## config.mk

```make
export PLATFORM = sky130hd
export DESIGN_NAME = data_mem_arbiter
export DESIGN_NICKNAME = d
export VERILOG_FILES = /design/src/rtl/data_mem_arbiter.sv
export SDC_FILE = /design/constraint.sdc
export NUM_CORES = 1
export LEC_CHECK = 0
export CELL_PAD_IN_SITES_DETAIL_PLACEMENT = 1
export CELL_PAD_IN_SITES_GLOBAL_PLACEMENT = 2
export CORE_MARGIN = 2
export CORE_UTILIZATION = 23
export DETAILED_ROUTE_END_ITERATION = 6
export HOLD_SLACK_MARGIN = 0.05
export MAX_ROUTING_LAYER = met4
export PLACE_DENSITY = 0.88
export SYNTH_ARGS = -nofsm -noshare
export SYNTH_HDL_FRONTEND = slang
export SYNTH_SLANG_ARGS = --single-unit
```

## constraint.sdc

```tcl
create_clock -name clk -period 5.2 [get_ports clk]
set_clock_uncertainty 0.2 [all_clocks]
set_input_delay 1.04 -clock clk [delete_from_list [all_inputs] [get_ports clk]]
set_output_delay 1.04 -clock clk [all_outputs]
set_load 0.02 [all_outputs]
```

## src/rtl/data_mem_arbiter.sv

```systemverilog
// data_mem_arbiter
//   Two-port arbiter in front of a single-ported data memory. Each port issues
//   one load or store at a time; the winner is latched, the memory is strobed
//   for exactly one cycle, and the port is answered with a one-cycle Ack
//   (plus Err when the address was rejected).
//
//   state  | meaning
//   -------+------------------------------------------------------------
//   IDLE   | no access in flight, arbitrate any raised request
//   ACCESS | latched access drives the memory bus (one cycle)
//   RESP   | Ack/Err to the winner; may grant the other port directly
//
// Ports
//   clk, reset                 clock, asynchronous active-high reset
//   Req/Write/Addr/WData 0,1   request side of each port
//   Ack/Err/RData 0,1          completion pulse, reject flag, last load data
//   MemRead/MemWrite           memory strobes (ACCESS only, legal only)
//   MemAddress/MemWriteData    memory bus, zero outside ACCESS
//   MemReadData                combinational read data from the memory
//   Busy                       high whenever the FSM is not in IDLE
module data_mem_arbiter #(
    parameter int unsigned MEM_WORDS      = 256,
    parameter bit          FIXED_PRIORITY = 1'b0
) (
    input  logic        clk,
    input  logic        reset,
    input  logic        Req0,
    input  logic        Req1,
    input  logic        Write0,
    input  logic        Write1,
    input  logic [31:0] Addr0,
    input  logic [31:0] Addr1,
    input  logic [31:0] WData0,
    input  logic [31:0] WData1,
    output logic        Ack0,
    output logic        Ack1,
    output logic        Err0,
    output logic        Err1,
    output logic [31:0] RData0,
    output logic [31:0] RData1,
    output logic        MemRead,
    output logic        MemWrite,
    output logic [31:0] MemAddress,
    output logic [31:0] MemWriteData,
    input  logic [31:0] MemReadData,
    output logic        Busy
);

    localparam logic [1:0] S_IDLE   = 2'd0;
    localparam logic [1:0] S_ACCESS = 2'd1;
    localparam logic [1:0] S_RESP   = 2'd2;

    // One bit wider than the address so large MEM_WORDS cannot overflow.
    localparam logic [32:0] ADDR_LIMIT = 33'(MEM_WORDS) << 2;

    logic [1:0]  state_q, state_d;
    logic        port_q, port_d;
    logic        write_q, write_d;
    logic [31:0] addr_q, addr_d;
    logic [31:0] wdata_q, wdata_d;
    logic        last_grant_q, last_grant_d;
    logic [31:0] rdata0_q, rdata0_d;
    logic [31:0] rdata1_q, rdata1_d;

    logic        legal;
    logic        in_access;
    logic        in_resp;
    logic        grant_valid;
    logic        grant_port;

    assign legal     = (addr_q[1:0] == 2'b00) && ({1'b0, addr_q} < ADDR_LIMIT);
    assign in_access = (state_q == S_ACCESS);
    assign in_resp   = (state_q == S_RESP);

    always_comb begin
        state_d      = state_q;
        port_d       = port_q;
        write_d      = write_q;
        addr_d       = addr_q;
        wdata_d      = wdata_q;
        last_grant_d = last_grant_q;
        rdata0_d     = rdata0_q;
        rdata1_d     = rdata1_q;
        grant_valid  = 1'b0;
        grant_port   = 1'b0;

        case (state_q)
            S_IDLE: begin
                if (Req0 && Req1) begin
                    grant_valid = 1'b1;
                    grant_port  = FIXED_PRIORITY ? 1'b0 : ~last_grant_q;
                end else if (Req0 || Req1) begin
                    grant_valid = 1'b1;
                    grant_port  = Req1;
                end
            end
            S_ACCESS: begin
                state_d = S_RESP;
                if (!write_q) begin
                    if (port_q) rdata1_d = legal ? MemReadData : 32'd0;
                    else        rdata0_d = legal ? MemReadData : 32'd0;
                end
            end
            S_RESP: begin
                last_grant_d = port_q;
                state_d      = S_IDLE;
                // The acked port's Req is ignored here. Under fixed priority a
                // port-0 completion returns to IDLE instead of handing over, so
                // a still-requesting port 0 keeps winning there.
                if (!port_q) begin
                    if (Req1 && !FIXED_PRIORITY) begin
                        grant_valid = 1'b1;
                        grant_port  = 1'b1;
                    end
                end else if (Req0) begin
                    grant_valid = 1'b1;
                    grant_port  = 1'b0;
                end
            end
            default: state_d = S_IDLE;
        endcase

        if (grant_valid) begin
            state_d = S_ACCESS;
            port_d  = grant_port;
            write_d = grant_port ? Write1 : Write0;
            addr_d  = grant_port ? Addr1  : Addr0;
            wdata_d = grant_port ? WData1 : WData0;
        end
    end

    always_ff @(posedge clk or posedge reset) begin
        if (reset) begin
            state_q      <= S_IDLE;
            port_q       <= 1'b0;
            write_q      <= 1'b0;
            addr_q       <= 32'd0;
            wdata_q      <= 32'd0;
            last_grant_q <= 1'b1;
            rdata0_q     <= 32'd0;
            rdata1_q     <= 32'd0;
        end else begin
            state_q      <= state_d;
            port_q       <= port_d;
            write_q      <= write_d;
            addr_q       <= addr_d;
            wdata_q      <= wdata_d;
            last_grant_q <= last_grant_d;
            rdata0_q     <= rdata0_d;
            rdata1_q     <= rdata1_d;
        end
    end

    // Bus outputs decode straight from state_q so reset kills them at once,
    // which keeps an interrupted store from committing.
    assign MemRead      = in_access && legal && !write_q;
    assign MemWrite     = in_access && legal && write_q;
    assign MemAddress   = in_access ? addr_q  : 32'd0;
    assign MemWriteData = in_access ? wdata_q : 32'd0;
    assign Ack0         = in_resp && !port_q;
    assign Ack1         = in_resp && port_q;
    assign Err0         = Ack0 && !legal;
    assign Err1         = Ack1 && !legal;
    assign RData0       = rdata0_q;
    assign RData1       = rdata1_q;
    assign Busy         = (state_q != S_IDLE);

endmodule

```

==> qor.csv <==
stage,metric,value,unit
outcome,status,completed,
critical_path,CP max FO,20,
die,Die Height,168,um
critical_path,worst endpoint required time,3960,ps
yosys,Post-synth ARST share,100,%
timing,RSZ-0062 raised after global routing,no,
critical_path,Critical Path Sink,MemRead,
power_and_ir_drop,Cell Int Power,3.72,mW
timing,Max-slew headroom,45.8,%
critical_path,Worst path max stage delay,640,ps
critical_path,worst reg-to-reg path cell count,5,
clock_network,Num CTS Buffers,17,
clock_network,# Post-CTS Setup Buffers,0,
power_and_ir_drop,VDD IR max,0.000218,V
die,die width,168,um
power_and_ir_drop,power consumption,6.12,mW
clock_network,H-tree depth,4,
power_and_ir_drop,Logic pwr share,49.7,%
routing,Via density,4.40,
routing,vias post-DR,5703,
power_and_ir_drop,Psw,2.40,mW
timing,maximum clock frequency,0.251,GHz
yosys,top cell type's share of synthesized area,53.5,%
min_path,hold depth,2,
critical_path,CP arrival,2750,ps
clock_network,Max Buffers Root-to-Sink,2,
routing,metal3 WL,1.68,mm
power_and_ir_drop,Power Density,601,mW/mm^2
clock_network,hold-fix buffers at CTS,0,
yosys,"Avg Cell Area, Syn",9.28,um^2
yosys,Post-synth EDFFs,0,
cells_and_area,Ant. Diodes,0,
timing,Slew @ Worst Pin,811,ps
critical_path,CP Buf/Inv Count,1,
timing,final period utilization,76.7,%
critical_path,Worst R2R Setup Slack,2790,ps
routing,DR WL met2,10.8,mm
timing,setup TNS,0,ps
routing,DR pass1 iterations,4,
timing,"Slew Viols, Final",0,
routing,# DRC,0,
critical_path,reg-to-reg startpoint,addr_q[18]$_DFFE_PP0P_,
critical_path,Crit path depth,5,
clock_network,Skew-Pair Late Insertion Delay,410,ps
placement,RePlAce Congestion,0.727,
placement,"worst slack, placed",1550,ps
power_and_ir_drop,Clk pwr share,21.2,%
global_route,vias in the first global route,6046,
die,Starting Density,23.6,%
routing,Routed WL,21.7,mm
cells_and_area,final std cells w/o fill,1296,
clock_network,"Reg clk slew, reported paths",60,ps
timing,setup ws final,1210,ps
flow_run,number of max-cap violations,0,
timing,endpoints failing hold,0,
routing,First DRT Iteration DRCs,262,
critical_path,Setup CP Type,reg -> out,
yosys,Area contributors post-synth,"dfrtp_1, mux2i_1, nand2_1",
die,Std-Cell Core Area,0.0262,mm^2
cells_and_area,fin nets,1115,
yosys,syn nets,831,
critical_path,worst-path cell chain,nor4_1 -> and4_1 -> nand3_2 -> nor3_1 -> clkdlybuf4s50_1,
clock_network,CTS Root Cell,clkbuf_16,
routing,highest metal used,met4,
die,number of core rows,59,
clock_network,Resized cells post-CTS,0,
timing,crit path time final,3990,ps
timing,final setup vio count,0,
clock_network,clk sinks,133,
min_path,hold crit path type,reg -> reg,
global_route,total grt overflow,0,
global_route,largest net degree at the start of global routing,82,
cells_and_area,Area Overhead vs Synth,65.0,%
yosys,post-synthesis cell type count,26,
die,die area,0.0282,mm^2
yosys,register bit total from synthesis,133,
die,I/O Pins,301,
critical_path,slowest CP cell,clkdlybuf4s50_1,
placement,Placed Cells,1265,
critical_path,Worst path top cell family by delay,simple AND/OR/NAND/NOR gates,
routing,Routed wire per std cell,16.7,um
global_route,GRT Resource Usage Total,15.9,%
global_route,initial antenna violation count,0,
placement,post-DP HPWL,16.0,mm
power_and_ir_drop,static leakage,4.31,nW
yosys,Synth area leader,dfrtp_1,
power_and_ir_drop,Seq pwr share,29.1,%
global_route,first-pass GRT wire length,33.7,mm
critical_path,Worst setup EP type,primary output,
critical_path,crit path launch,addr_q[18]$_DFFE_PP0P_,
yosys,mapped cell area,0.00617,mm^2
cells_and_area,share of cells above drive strength 1,5.72,%
power_and_ir_drop,Net Sw Frac,39.2,%
routing,Met1 Wirelength,9.14,mm
placement,IO buf count,300,
critical_path,Crit Reg-Reg Endpoint,RData0[14]$_DFFE_PP0P_,
yosys,Yosys warning count,0,
yosys,"top cells by count, synth","dfrtp_1, nand2_1, and2_1, nor2_1, mux2i_1",
yosys,most numerous cell in the Yosys netlist,dfrtp_1,
routing,post-route ant nets,0,
yosys,Mapped Cells,665,
clock_network,TritonCTS clock tree,yes,
yosys,post-synthesis sequential area ratio,53.9,%
yosys,Synth Flop Type,dfrtp_1,
critical_path,CP startpoint kind,flop,
through the flow:
step           util [%]  area, um^2  hold WS, ps
2_1_floorplan         -        6170          287
3_3_place_gp       36.5        9560          261
3_5_place_dp       36.5        9560          270
4_1_cts            38.9       10200          284
5_1_grt            38.9       10200          312
6_report           38.9       10200          278
flip-flops by register name, indices dropped and copies added (netlist names):
register and cells:
state_q 2, RData1 32, write_q 1, port_q 1
wdata_q 32, last_grant_q 1, RData0 32, addr_q 32
power by group through the flow:
stage / clock network, mW / registers, mW / logic [mW]
2_1_floorplan: 0 / 1.96 / 1.45
3_3_place_gp: 0 / 1.77 / 3.05
3_5_place_dp: 0 / 1.81 / 3.09
4_1_cts: 1.34 / 1.79 / 3.10
5_1_grt: 1.38 / 1.85 / 3.30
6_report: 1.30 / 1.78 / 3.04
tightest hold or removal path, cell delays in order (launching register included):
cell and delay (ps):
dfrtp_1 340, nand2_1 50, o21ai_0 60
worst min-delay path by stage:
stage                                 startpoint                     end
after global placement    RData0[14]$_DFFE_PP0P_  RData0[14]$_DFFE_PP0P_
after detailed placement  RData0[23]$_DFFE_PP0P_  RData0[23]$_DFFE_PP0P_
after global routing      RData1[21]$_DFFE_PP0P_  RData1[21]$_DFFE_PP0P_
after floorplan           wdata_q[0]$_DFFE_PP0P_  wdata_q[0]$_DFFE_PP0P_
after CTS                 RData0[23]$_DFFE_PP0P_  RData0[23]$_DFFE_PP0P_
final                      RData0[6]$_DFFE_PP0P_   RData0[6]$_DFFE_PP0P_
layout by cell type, fill, tap and decap left out, drive strengths merged:
cell type and instances:
clkinv 5, nor3b 1, nor3 3, dfrtp 132, a211oi 2, mux2i 66, bufinv 4, or3 2
o21ai 66, mux2 1, dfstp 1, and4 1, clkbuf 19, or2 1, nor4 6, nand2b 1
inv 4, nor2b 1, clkdlybuf4s50 300, a21oi 65, nor2 67, nand3 1, clkinvlp 2, nand2 129
buf 14, and2 67
routing by layer:
metal,GRT usage (%),up-vias
met2,26.7,198
met4,3.02,0
met3,5.64,7
met1,18.5,2733
met5,-,-
li1,-,2765
cells by family (layout without fill, tap and decap cells):
kind of cell	after synthesis	count (layout)	share of synthesized area, %
buffers and inverters	52	348	3.73
AND/OR/NAND/NOR	280	280	20.5
multiplexers	67	67	10.9
flip-flops	133	133	53.9
AO/OA/AOI/OAI	133	133	10.9
area by class of cell:
type                       count  area (um^2)
fill                        2971        16000
sequential                   133         3330
timing repair buffer         314         3150
multi-input combinational    480         2650
clock buffer                  19          453
tap                          335          419
clock inverter                12          176
inverter                       3         16.3
(Power assumes the default switching activity.)
